### src/rtl/riscv_pipe_pkg.sv
// Shared definitions for the pipelined RV32I datapath stage registers.
// Holds the {s_vld, m_vld} state encoding and the packed stage-bundle widths.
package riscv_pipe_pkg;

  localparam int unsigned XLEN = 32;

  // Stage state is the pair of valid bits {s_vld, m_vld}.
  localparam logic [1:0] ST_EMPTY = 2'b00;
  localparam logic [1:0] ST_FULL  = 2'b01;
  localparam logic [1:0] ST_BAD   = 2'b10;
  localparam logic [1:0] ST_SKID  = 2'b11;

  typedef enum logic [1:0] {
    StEmpty = ST_EMPTY,
    StFull  = ST_FULL,
    StBad   = ST_BAD,
    StSkid  = ST_SKID
  } pipe_state_e;

  // Packed bundle widths per pipeline boundary.
  localparam int unsigned IFID_W  = 2 * XLEN;             // pc, instr
  localparam int unsigned IDEX_W  = 4 * XLEN + 5 + 16;    // pc, rs1, rs2, imm, rd, ctrl
  localparam int unsigned EXMEM_W = 2 * XLEN + 5 + 8;     // alu, store data, rd, ctrl
  localparam int unsigned MEMWB_W = XLEN + 5 + 2;         // wb data, rd, ctrl

endpackage

### src/rtl/flopenr.sv
// Enable flop with asynchronous active-low reset and synchronous clear.
// Clear takes priority over enable; both load RESET_VAL / d respectively.
module flopenr #(
  parameter int unsigned W         = 32,
  parameter logic [W-1:0] RESET_VAL = '0
) (
  input  logic         clk,
  input  logic         reset_n,
  input  logic         en,
  input  logic         clr,
  input  logic [W-1:0] d,
  output logic [W-1:0] q
);

  always_ff @(posedge clk or negedge reset_n) begin
    if (!reset_n) begin
      q <= RESET_VAL;
    end else if (clr) begin
      q <= RESET_VAL;
    end else if (en) begin
      q <= d;
    end
  end

endmodule

### src/rtl/pipe_stage_skid.sv
// Pipeline stage register with valid/ready handshake, sync flush and one-entry skid buffer.
// in_ready comes straight from state flops, so downstream stalls never ripple combinationally upstream.
module pipe_stage_skid
  import riscv_pipe_pkg::*;
#(
  parameter int unsigned W         = 32,
  parameter logic [W-1:0] RESET_VAL = '0
) (
  input  logic         clk,
  input  logic         reset_n,
  input  logic         flush,
  input  logic         in_valid,
  output logic         in_ready,
  input  logic [W-1:0] in_data,
  output logic         out_valid,
  input  logic         out_ready,
  output logic [W-1:0] out_data
);

  pipe_state_e  state_q, state_d;
  logic         m_load, s_load, m_from_skid;
  logic         in_xfer, out_xfer;
  logic [W-1:0] m_data, s_data, m_data_d;

  assign in_ready  = reset_n & ~state_q[1];
  assign out_valid = state_q[0];
  assign out_data  = m_data;

  assign in_xfer  = in_valid & in_ready;
  assign out_xfer = out_valid & out_ready;

  always_comb begin
    state_d     = state_q;
    m_load      = 1'b0;
    s_load      = 1'b0;
    m_from_skid = 1'b0;
    case (state_q)
      StEmpty: begin
        if (in_xfer) begin
          m_load  = 1'b1;
          state_d = StFull;
        end
      end
      StFull: begin
        if (in_xfer && out_xfer) begin
          m_load = 1'b1;
        end else if (out_xfer) begin
          state_d = StEmpty;
        end else if (in_xfer) begin
          s_load  = 1'b1;
          state_d = StSkid;
        end
      end
      StSkid: begin
        if (out_xfer) begin
          m_load      = 1'b1;
          m_from_skid = 1'b1;
          state_d     = StFull;
        end
      end
      StBad:   state_d = StEmpty;
      default: state_d = StEmpty;
    endcase
    // Flush wins over any handshake; a concurrent in transfer is dropped.
    if (flush) begin
      state_d = StEmpty;
      m_load  = 1'b0;
      s_load  = 1'b0;
    end
  end

  always_ff @(posedge clk or negedge reset_n) begin
    if (!reset_n) begin
      state_q <= StEmpty;
    end else begin
      state_q <= state_d;
    end
  end

  assign m_data_d = m_from_skid ? s_data : in_data;

  flopenr #(
    .W         (W),
    .RESET_VAL (RESET_VAL)
  ) u_main (
    .clk     (clk),
    .reset_n (reset_n),
    .en      (m_load),
    .clr     (flush),
    .d       (m_data_d),
    .q       (m_data)
  );

  flopenr #(
    .W         (W),
    .RESET_VAL (RESET_VAL)
  ) u_skid (
    .clk     (clk),
    .reset_n (reset_n),
    .en      (s_load),
    .clr     (flush),
    .d       (in_data),
    .q       (s_data)
  );

  // Skid-only occupancy ({s_vld, m_vld} = 10) can never be entered.
  a_no_bad_state: assert property (@(posedge clk) disable iff (!reset_n) state_q != StBad);

endmodule

### config.mk
export PLATFORM = sky130hd
export DESIGN_NAME = pipe_stage_skid
export DESIGN_NICKNAME = d
export VERILOG_FILES = /design/src/rtl/riscv_pipe_pkg.sv /design/src/rtl/flopenr.sv /design/src/rtl/pipe_stage_skid.sv
export SDC_FILE = /design/constraint.sdc
export NUM_CORES = 1
export LEC_CHECK = 0
export CAP_MARGIN = 20
export CELL_PAD_IN_SITES_DETAIL_PLACEMENT = 2
export CELL_PAD_IN_SITES_GLOBAL_PLACEMENT = 2
export CORE_UTILIZATION = 42
export CTS_CLUSTER_SIZE = 25
export DETAILED_ROUTE_END_ITERATION = 8
export DONT_BUFFER_PORTS = 1
export PLACE_DENSITY_LB_ADDON = 0.1
export SYNTH_ARGS = -nofsm -noshare
export SYNTH_HDL_FRONTEND = slang
export SYNTH_SLANG_ARGS = --single-unit
### constraint.sdc
create_clock -name clk -period 2.1 [get_ports clk]
set_input_delay 0.42 -clock clk [delete_from_list [all_inputs] [get_ports clk]]
set_output_delay 0.42 -clock clk [all_outputs]
set_load 0.05 [all_outputs]
==> report_table.html, run 1 <==
<table>
<tr><th>Metric</th><th>Value</th></tr>
<tr><th colspan="2">Status</th></tr>
<tr><td>Result of the run</td><td>finished with violations</td></tr>
<tr><td>Failing checks</td><td>design-rule violations</td></tr>
<tr><th colspan="2">Route</th></tr>
<tr><td># DRC</td><td>3</td></tr>
<tr><td>Final wirelength</td><td>6720 um</td></tr>
<tr><td>Vias</td><td>between 1500 and 2000</td></tr>
<tr><td>Detailed-router iteration count before antenna repair</td><td>9</td></tr>
<tr><td>DR vias/cell</td><td>roughly 6.3</td></tr>
<tr><td>Remaining antenna violation count after routing</td><td>0</td></tr>
<tr><td>Average wire length per cell after detail routing</td><td>about 24 um</td></tr>
<tr><td>Initial detailed-routing violation count</td><td>86</td></tr>
<tr><th colspan="2">Cells and area</th></tr>
<tr><td># nets final</td><td>around 230</td></tr>
<tr><td>Number of filler instances in the final layout</td><td>598</td></tr>
<tr><td>Final antenna diode count</td><td>0</td></tr>
<tr><td>Synth-to-Final Area Change</td><td>9.30%</td></tr>
<tr><td>Finished Cell Area</td><td>between 3000 and 4000 sq um</td></tr>
<tr><td>Fraction of layout instances using a drive strength above 1</td><td>24.1%</td></tr>
<tr><th colspan="2">Clock network</th></tr>
<tr><td>Clock tree from TritonCTS</td><td>done</td></tr>
<tr><td>TritonCTS Sinks</td><td>66</td></tr>
<tr><td>Root buf cell</td><td>sky130_fd_sc_hd__clkbuf_8</td></tr>
<tr><td>CTS Buffer Depth</td><td>2</td></tr>
<tr><td>Total clock buffers created by CTS</td><td>9</td></tr>
<tr><td>Total of hold buffers inserted after clock tree synthesis</td><td>2</td></tr>
<tr><td>Clock-pin slew on the worst setup and hold paths</td><td>0.07 ns</td></tr>
<tr><td>CTS H-Tree Depth</td><td>3</td></tr>
<tr><td>Post-CTS setup repair buffer count</td><td>0</td></tr>
<tr><td>CTS resizes</td><td>0</td></tr>
<tr><td>Insertion delay of the later-clocked pin in the worst-skew pair</td><td>between 0.3 and 0.4 ns</td></tr>
<tr><th colspan="2">Floorplanning</th></tr>
<tr><td>Total die area</td><td>7190 sq um</td></tr>
<tr><td>Initial core utilization</td><td>44.3%</td></tr>
<tr><td>Number of top-level design ports</td><td>71</td></tr>
<tr><td>DIE HEIGHT</td><td>84.8 um</td></tr>
<tr><td>Number of core rows</td><td>29</td></tr>
<tr><td>Total core area</td><td>6490 sq um</td></tr>
<tr><td>Horiz. Die Dim</td><td>84.8 um</td></tr>
<tr><th colspan="2">Yosys</th></tr>
<tr><td>Cells after Synth</td><td>191</td></tr>
<tr><td>Cell area after synthesis</td><td>2880 sq um</td></tr>
<tr><td>Yosys warns</td><td>0</td></tr>
<tr><td>Leading post-synthesis cells by cell area</td><td>sky130_fd_sc_hd__dfrtp_1 57%, sky130_fd_sc_hd__mux2i_1 11%, sky130_fd_sc_hd__o2bb2ai_1 9.7%, sky130_fd_sc_hd__a22o_2 7.0%, sky130_fd_sc_hd__buf_6 4.7%</td></tr>
<tr><td>Synth top area share</td><td>57.4%</td></tr>
<tr><td>Sequential fraction of the synthesis area</td><td>57.4%</td></tr>
<tr><td>Most area-hungry cell type in the Yosys netlist</td><td>sky130_fd_sc_hd__dfrtp_1</td></tr>
<tr><td>Unique cell type count in the Yosys netlist</td><td>20</td></tr>
<tr><td>Net Count, Synth</td><td>~230</td></tr>
<tr><td>Number of register bits inferred by synthesis</td><td>66</td></tr>
<tr><td>Average cell area after synthesis</td><td>approximately 15 sq um</td></tr>
<tr><th colspan="2">Timing</th></tr>
<tr><td>Final Critical Period</td><td>1.82 ns</td></tr>
<tr><td>Count of endpoints failing hold in the final timing report</td><td>0</td></tr>
<tr><td>Transition at the pin with the smallest max-transition slack</td><td>about 1.0 ns</td></tr>
<tr><td>FMAX</td><td>551 MHz</td></tr>
<tr><td>Setup Total Neg Slack</td><td>0 ns</td></tr>
<tr><td>Count of pins over their slew limit</td><td>0</td></tr>
<tr><td>Final Skew</td><td>a little over 0.006 ns</td></tr>
<tr><td>Unrepaired setup endpoints after global routing</td><td>false</td></tr>
<tr><td>Part of the cycle the worst path needs</td><td>86.5%</td></tr>
<tr><td>Normalized max-slew margin</td><td>31.7%</td></tr>
<tr><td>Final setup violation count</td><td>0</td></tr>
<tr><th colspan="2">Power</th></tr>
<tr><td>Leakage power</td><td>1.62 nW</td></tr>
<tr><td>Maximum VDD drop</td><td>approximately 0.36 mV</td></tr>
<tr><td>Sw Share</td><td>around 25%</td></tr>
<tr><td>P per Cell Area</td><td>909 nW/um^2</td></tr>
<tr><td>Combinational share of power</td><td>5.3%</td></tr>
<tr><td>Clk network pwr share</td><td>44.1%</td></tr>
<tr><td>Internal power contribution</td><td>2.15 mW</td></tr>
<tr><td>Psw</td><td>between 0.7 and 0.8 mW</td></tr>
<tr><td>Relative contribution of sequential cells to total power</td><td>between 50% and 60%</td></tr>
<tr><th colspan="2">Worst setup path</th></tr>
<tr><td>Type of the worst setup path</td><td>reg -&gt; reg</td></tr>
<tr><td>WP data required</td><td>2.38 ns</td></tr>
<tr><td>Endpoint type of the worst setup path</td><td>register</td></tr>
<tr><td>Start point of the critical path</td><td>state_q[1]$_DFFE_PN0P_</td></tr>
<tr><td>Critical Path Source Type</td><td>register</td></tr>
<tr><td>Maximum fanout along the worst path</td><td>32</td></tr>
<tr><td>Critical Path AT</td><td>2.10 ns</td></tr>
<tr><td>Origin of the critical flop-to-flop path</td><td>state_q[1]$_DFFE_PN0P_</td></tr>
<tr><th colspan="2">Placed design</th></tr>
<tr><td>Number of buffer cells added on primary ports</td><td>0</td></tr>
<tr><td>HPWL after DPL</td><td>4040 um</td></tr>
<tr><td>Instance area at placement</td><td>around 2900 sq um</td></tr>
<tr><td>Last weighted congestion value of the routability-driven placer</td><td>0.765</td></tr>
<tr><th colspan="2">Global route</th></tr>
<tr><td>Largest net degree at the start of global routing</td><td>67</td></tr>
<tr><td>Congestion Overflow GR</td><td>0</td></tr>
<tr><td>Wire length of the first global-routing pass</td><td>10800 um</td></tr>
<tr><td>Vias in the first global route</td><td>1970</td></tr>
<tr><td>Number of antenna violations at the first check in global routing</td><td>0</td></tr>
<tr><td>Combined global-route utilization of all metal layers</td><td>around 20%</td></tr>
<tr><th colspan="2">Flow run</th></tr>
<tr><td>Max-cap check violation count</td><td>0</td></tr>
<tr><th colspan="2">Worst hold path</th></tr>
<tr><td>Hold WC Path Type</td><td>in -&gt; reg</td></tr>
<tr><td>Hold Path Origin</td><td>flush</td></tr>
</table>
[cell families (layout without fill, tap and decap cells)]
family | count (synthesis) | after routing | synth area share, %
compound gates | 69 | 69 | 22.6
flops | 66 | 66 | 57.4
mux | 32 | 32 | 11.1
buf+inv | 16 | 24 | 5.35
simple gates | 8 | 8 | 3.52
[cell usage after synthesis, drive strengths merged]
cell	number
dfrtp	66
a22o	32
mux2i	32
o2bb2ai	32
buf	15
nand2b	2
a21o	1
a21oi	1
a31oi	1
a41oi	1
inv	1
nand3	1
nand3b	1
nand4b	1
nor2b	1
nor3	1
nor3b	1
o21ai	1
[routing by layer]
metal / wire length, um / vias to the layer above / track usage [%]
met5: 0 / - / 0
met4: 65 / 0 / 8.63
met3: 558 / 7 / 7.87
met2: 3250 / 63 / 31.6
met1: 2840 / 902 / 25.0
li1: - / 756 / -
[registers in the layout, indices dropped and copies added, names as in the netlist]
name	flops
state_q	2
u_main.q	32
u_skid.q	32
[final cells by class]
type / count / area [sq um] / area share (%)
Clock inverter: 5 / 103 / 3.26
Multi-Input combinational cell: 109 / 1070 / 34.1
Tap cell: 77 / 96.3 / 3.06
Clock buffer: 11 / 131 / 4.17
Inverter: 1 / 3.75 / 0.119
Sequential cell: 66 / 1650 / 52.5
Timing Repair Buffer: 7 / 87.6 / 2.78
[metrics by stage]
stage               hold slack [ns]  utilization (%)  std cells  total power [mW]  setup slack (ns)
floorplan                     0.124                -        191              1.57             0.358
global placement              0.126             44.3        258              1.59             0.300
detailed placement            0.126             44.3        258              1.59             0.250
CTS                           0.123             48.4        276              2.91             0.241
global route                  0.129             48.4        276              2.97             0.148
finish                        0.145             48.4        276              2.86             0.284
[final timing paths]
path | to | slack (ns) | cells past startpoint
min | state_q[1]$_DFFE_PN0P_ | 0.15 | 1
max reg2reg | u_skid.q[16]$_DFFE_PN0P_ | 0.28 | 3
min in group asynchronous | u_main.q[22]$_DFFE_PN0P_ | 0.64 | 2
max | u_skid.q[16]$_DFFE_PN0P_ | 0.28 | 3
max in group asynchronous | u_skid.q[3]$_DFFE_PN0P_ | 1.19 | 2
min reg2reg | u_skid.q[25]$_DFFE_PN0P_ | 0.51 | 1
[critical path: stages (launching register included)]
cell and delay, ns:
sky130_fd_sc_hd__dfrtp_1 0.49, sky130_fd_sc_hd__nor2b_2 0.10, sky130_fd_sc_hd__a41oi_4 0.85, sky130_fd_sc_hd__a22o_2 0.29
[layout by cell type, fill, tap and decap left out]
cell and count:
sky130_fd_sc_hd__clkinv_2 1, sky130_fd_sc_hd__nor3b_1 1, sky130_fd_sc_hd__nand4b_4 1, sky130_fd_sc_hd__buf_16 1, sky130_fd_sc_hd__a21oi_1 1, sky130_fd_sc_hd__clkbuf_1 2, sky130_fd_sc_hd__clkinvlp_4 1, sky130_fd_sc_hd__nand2b_4 2
sky130_fd_sc_hd__o21ai_0 1, sky130_fd_sc_hd__clkbuf_8 9, sky130_fd_sc_hd__inv_1 1, sky130_fd_sc_hd__bufinv_16 3, sky130_fd_sc_hd__a22o_2 20, sky130_fd_sc_hd__nor2b_2 1, sky130_fd_sc_hd__a22o_1 12, sky130_fd_sc_hd__dfrtp_1 66
sky130_fd_sc_hd__a41oi_4 1, sky130_fd_sc_hd__mux2i_1 32, sky130_fd_sc_hd__o2bb2ai_1 32, sky130_fd_sc_hd__dlygate4sd3_1 1, sky130_fd_sc_hd__buf_12 1, sky130_fd_sc_hd__nand3b_1 1, sky130_fd_sc_hd__nand3_2 1, sky130_fd_sc_hd__buf_4 4
sky130_fd_sc_hd__a31oi_4 1, sky130_fd_sc_hd__nor3_4 1, sky130_fd_sc_hd__a21o_1 1
[power groups by stage]
stage          combinational (mW)  sequential (mW)  clock [mW]
6_report                    0.153             1.45        1.26
5_1_grt                     0.170             1.45        1.35
4_1_cts                     0.157             1.45        1.30
3_5_place_dp                0.123             1.47           0
3_3_place_gp                0.116             1.47           0
2_1_floorplan               0.104             1.47           0
No activity file was read; power rests on OpenSTA's default activity.
==> inputs of run 2 (changes only) <==
--- a/config.mk
+++ b/config.mk
@@ -15,4 +15,5 @@
 export PLACE_DENSITY_LB_ADDON = 0.1
 export SYNTH_ARGS = -nofsm -noshare
 export SYNTH_HDL_FRONTEND = slang
+export SYNTH_HIERARCHICAL = 1
 export SYNTH_SLANG_ARGS = --single-unit
==> run 2 against run 1 <==
The run now ends clean. Count of clock-buffer cells in the layout unchanged. Via count is 17% higher. Power rose by 4.5%. Core utilization down 0.98 points. Cell count increased by 38%.
==> report_table.html, run 2 <==
<table>
<tr><th>Metric</th><th>Value</th></tr>
<tr><th colspan="2">Status</th></tr>
<tr><td>Result of the run</td><td>finished, final reports clean</td></tr>
<tr><th colspan="2">Power</th></tr>
<tr><td>Combinational share of power</td><td>between 10% and 20%</td></tr>
<tr><td>Power after layout</td><td>2.99 mW</td></tr>
<tr><td>Maximum VDD drop</td><td>around 0.34 mV</td></tr>
<tr><td>P per Cell Area</td><td>roughly 810 nW/um^2</td></tr>
<tr><td>Internal power contribution</td><td>about 2.1 mW</td></tr>
<tr><td>Clk network pwr share</td><td>36.8%</td></tr>
<tr><td>Relative contribution of sequential cells to total power</td><td>50.0%</td></tr>
<tr><td>Sw Share</td><td>29.8%</td></tr>
<tr><td>Leakage power</td><td>1.70 nW</td></tr>
<tr><td>Psw</td><td>0.893 mW</td></tr>
<tr><th colspan="2">Route</th></tr>
<tr><td>Average wire length per cell after detail routing</td><td>around 19 um</td></tr>
<tr><td>DR vias/cell</td><td>approximately 5.3</td></tr>
<tr><td>Met2 layer wire length in the routed design</td><td>3440 um</td></tr>
<tr><td>Detailed-route wire length on metal 1</td><td>~3200 um</td></tr>
<tr><td>Final wirelength</td><td>7220 um</td></tr>
<tr><td># DRC</td><td>0</td></tr>
<tr><td>Detailed-router iteration count before antenna repair</td><td>3</td></tr>
<tr><td>Top layer used by detailed routing</td><td>met4</td></tr>
<tr><td>Routed wl met3</td><td>approximately 530 um</td></tr>
<tr><td>Vias</td><td>2023</td></tr>
<tr><td>Initial detailed-routing violation count</td><td>74</td></tr>
<tr><td>Remaining antenna violation count after routing</td><td>0</td></tr>
<tr><th colspan="2">Placed design</th></tr>
<tr><td>Number of buffer cells added on primary ports</td><td>0</td></tr>
<tr><td>Post-place setup slack</td><td>approximately 0.097 ns</td></tr>
<tr><td>Last weighted congestion value of the routability-driven placer</td><td>0.680</td></tr>
<tr><td>Instance area at placement</td><td>~3500 sq um</td></tr>
<tr><td>HPWL after DPL</td><td>4580 um</td></tr>
<tr><th colspan="2">Worst setup path</th></tr>
<tr><td>Critical Path AT</td><td>between 2 and 2.5 ns</td></tr>
<tr><td>WP data required</td><td>roughly 2.3 ns</td></tr>
<tr><td>Type of the worst setup path</td><td>reg -&gt; reg</td></tr>
<tr><td>Endpoint type of the worst setup path</td><td>register</td></tr>
<tr><td>Slowest cell delay on critical path</td><td>about 0.43 ns</td></tr>
<tr><td>Crit path buf inv count</td><td>2</td></tr>
<tr><td>Worst path slowest cell</td><td>sky130_fd_sc_hd__dfrtp_1</td></tr>
<tr><td>Maximum fanout along the worst path</td><td>16</td></tr>
<tr><td>Largest delay share family, worst path</td><td>flip-flops</td></tr>
<tr><td>Critical Path Source Type</td><td>register</td></tr>
<tr><td>Series of cell instances along the critical path</td><td>inv_1 -&gt; ha_1 -&gt; a21oi_1 -&gt; a2bb2oi_1 -&gt; nor3_2 -&gt; buf_4 -&gt; mux2i_1 -&gt; nor2_1</td></tr>
<tr><th colspan="2">Yosys</th></tr>
<tr><td>Most common library cells after synthesis</td><td>66 x sky130_fd_sc_hd__dfrtp_1, 66 x sky130_fd_sc_hd__mux2i_1, 65 x sky130_fd_sc_hd__nor2_1</td></tr>
<tr><td>Most area-hungry cell type in the Yosys netlist</td><td>sky130_fd_sc_hd__dfrtp_1</td></tr>
<tr><td>Sequential fraction of the synthesis area</td><td>48.4%</td></tr>
<tr><td>Leading post-synthesis cells by cell area</td><td>sky130_fd_sc_hd__dfrtp_1 48%, sky130_fd_sc_hd__mux2i_1 19%, sky130_fd_sc_hd__mux2_4 13%, sky130_fd_sc_hd__nor2_1 7.2%, sky130_fd_sc_hd__buf_12 3.5%</td></tr>
<tr><td>Post-synth ARST share</td><td>100%</td></tr>
<tr><td>Yosys warns</td><td>6</td></tr>
<tr><td>Number of enable-type register cells in the synthesized netlist</td><td>0</td></tr>
<tr><td>Net Count, Synth</td><td>between 300 and 400</td></tr>
<tr><td>Unique cell type count in the Yosys netlist</td><td>25</td></tr>
<tr><td>Cells after Synth</td><td>270</td></tr>
<tr><td>Average cell area after synthesis</td><td>12.6 sq um</td></tr>
<tr><td>Dominant register cell in the synthesized netlist</td><td>sky130_fd_sc_hd__dfrtp_1</td></tr>
<tr><td>Synth top area share</td><td>around half</td></tr>
<tr><td>Number of register bits inferred by synthesis</td><td>66</td></tr>
<tr><td>Cell area after synthesis</td><td>about 3400 sq um</td></tr>
<tr><th colspan="2">Cells and area</th></tr>
<tr><td>Final antenna diode count</td><td>0</td></tr>
<tr><td>Final core utilization</td><td>between 40 and 50%</td></tr>
<tr><td>Finished Cell Area</td><td>3710 sq um</td></tr>
<tr><td>Synth-to-Final Area Change</td><td>8.62%</td></tr>
<tr><td># nets final</td><td>roughly 320</td></tr>
<tr><td>Commonest non-fill, non-tap cells in the layout</td><td>66 x sky130_fd_sc_hd__mux2i_1, 65 x sky130_fd_sc_hd__dfrtp_1, 64 x sky130_fd_sc_hd__nor2_1</td></tr>
<tr><td>Number of filler instances in the final layout</td><td>780</td></tr>
<tr><td>Largest registers</td><td>u_main/q (32), u_skid/q (32), state_q (2)</td></tr>
<tr><td>Most common library cell in the layout ignoring fill and taps</td><td>sky130_fd_sc_hd__mux2i_1</td></tr>
<tr><td>Fraction of layout instances using a drive strength above 1</td><td>22.2%</td></tr>
<tr><th colspan="2">Timing</th></tr>
<tr><td>Part of the cycle the worst path needs</td><td>93.3%</td></tr>
<tr><td>FMAX</td><td>511 MHz</td></tr>
<tr><td>Final Skew</td><td>roughly 0.012 ns</td></tr>
<tr><td>Final Critical Period</td><td>between 1.5 and 2 ns</td></tr>
<tr><td>Count of pins over their slew limit</td><td>0</td></tr>
<tr><td>Unrepaired setup endpoints after global routing</td><td>true</td></tr>
<tr><td>Worst hold margin</td><td>approximately 0.15 ns</td></tr>
<tr><td>Normalized max-slew margin</td><td>about 66%</td></tr>
<tr><td>Count of endpoints failing hold in the final timing report</td><td>0</td></tr>
<tr><td>Transition at the pin with the smallest max-transition slack</td><td>0.516 ns</td></tr>
<tr><td>PnR worst setup slack</td><td>between 0.1 and 0.15 ns</td></tr>
<tr><td>Final setup violation count</td><td>0</td></tr>
<tr><th colspan="2">Clock network</th></tr>
<tr><td>CTS resizes</td><td>0</td></tr>
<tr><td>Clock-pin slew on the worst setup and hold paths</td><td>roughly 0.080 ns</td></tr>
<tr><td>Insertion delay of the later-clocked pin in the worst-skew pair</td><td>0.34 ns</td></tr>
<tr><td>Clock tree from TritonCTS</td><td>done</td></tr>
<tr><td>TritonCTS Sinks</td><td>66</td></tr>
<tr><td>Total clock buffers created by CTS</td><td>9</td></tr>
<tr><td>CTS Buffer Depth</td><td>2</td></tr>
<tr><td>Root buf cell</td><td>sky130_fd_sc_hd__clkbuf_8</td></tr>
<tr><td>CTS H-Tree Depth</td><td>3</td></tr>
<tr><th colspan="2">Global route</th></tr>
<tr><td>Vias in the first global route</td><td>about 2300</td></tr>
<tr><td>Congestion Overflow GR</td><td>0</td></tr>
<tr><td>Wire length of the first global-routing pass</td><td>12000 um</td></tr>
<tr><td>Number of antenna violations at the first check in global routing</td><td>0</td></tr>
<tr><td>Largest net degree at the start of global routing</td><td>71</td></tr>
<tr><td>Combined global-route utilization of all metal layers</td><td>approximately a fifth</td></tr>
<tr><th colspan="2">Floorplanning</th></tr>
<tr><td>Horiz. Die Dim</td><td>92.1 um</td></tr>
<tr><td>Number of core rows</td><td>32</td></tr>
<tr><td>Total die area</td><td>about 8500 sq um</td></tr>
<tr><td>Total core area</td><td>a little under 8000 sq um</td></tr>
<tr><td>Initial core utilization</td><td>43.7%</td></tr>
<tr><td>DIE HEIGHT</td><td>~92 um</td></tr>
<tr><td>Number of top-level design ports</td><td>71</td></tr>
<tr><th colspan="2">Worst hold path</th></tr>
<tr><td>Hold WC Path Type</td><td>in -&gt; reg</td></tr>
<tr><th colspan="2">Flow run</th></tr>
<tr><td>Max-cap check violation count</td><td>0</td></tr>
</table>
[run 2: final timing paths]
| check | start | endpoint | slack, ns | cells after the start |
|---|---|---|---|---|
| max in group asynchronous | reset_n | u_main/q[19]$_DFFE_PN0P_ | 1.19 | 2 |
| worst max-delay path | state_q[1]$_DFFE_PN0P_ | u_main/q[11]$_DFFE_PN0P_ | 0.14 | 8 |
| worst min-delay path | flush | u_skid/q[29]$_DFFE_PN0P_ | 0.15 | 1 |
| min in group asynchronous | reset_n | u_main/q[2]$_DFFE_PN0P_ | 0.62 | 2 |
| worst max register to register | state_q[1]$_DFFE_PN0P_ | u_main/q[11]$_DFFE_PN0P_ | 0.14 | 8 |
| worst min register to register | u_skid/q[30]$_DFFE_PN0P_ | u_skid/q[30]$_DFFE_PN0P_ | 0.53 | 2 |
[run 2: final cells by class]
| class | count | area [sq um] | share of cell area (%) |
|---|---|---|---|
| Clock inverter | 5 | 62.6 | 1.69 |
| Tap cell | 102 | 128 | 3.44 |
| Multi-Input combinational cell | 184 | 1560 | 42.2 |
| Clock buffer | 11 | 141 | 3.82 |
| Timing Repair Buffer | 10 | 148 | 3.98 |
| Inverter | 3 | 11.3 | 0.304 |
| Sequential cell | 66 | 1650 | 44.6 |
[run 2: timing repair]
action / 4_1_cts / 5_1_grt
endpoints found under the setup margin: 0 / 7
hold endpoints to repair: 66 / 0
hold buffers: 2 / 0
setup buffers: 0 / 0
[run 2: cells by family (layout without fill, tap and decap cells)]
group | after synthesis | count (layout) | share of synthesized area, %
AO/OA/AOI/OAI | 6 | 6 | 1.21
adder cells (fa/ha/maj) | 4 | 4 | 1.47
buffers and inverters | 20 | 29 | 6.16
flip-flops | 66 | 66 | 48.4
multiplexers | 98 | 98 | 33.2
AND/OR/NAND/NOR | 76 | 76 | 9.53
[run 2: through the flow]
step                      setup TNS, ns  instances
after CTS                             0        381
after detailed placement              0        363
after global routing            -0.0827        381
after floorplan                       0        270
after global placement                0        363
final                                 0        381
[run 2: power by group through the flow]
stage               combinational (mW)  sequential [mW]  clock, mW
global route                     0.436             1.51       1.18
finish                           0.395             1.50       1.10
floorplan                        0.320             1.53          0
global placement                 0.352             1.52          0
CTS                              0.404             1.50       1.15
detailed placement               0.368             1.52          0
[run 2: routing by layer]
layer	vias up	GRT usage [%]
li1	923	-
met1	1038	22.7
met2	56	29.3
met3	6	6.47
met4	0	8.98
met5	-	0
[run 2: worst reg2reg max path: cells and delay by family, from the launching register on]
kind                       cells  cell delay (ns)
and+or+nand+nor                2             0.22
adders and majority gates      1             0.26
AOI/OAI and AO/OA              2             0.24
muxes                          1             0.27
DFF                            1             0.43
buffers and inverters          2             0.43
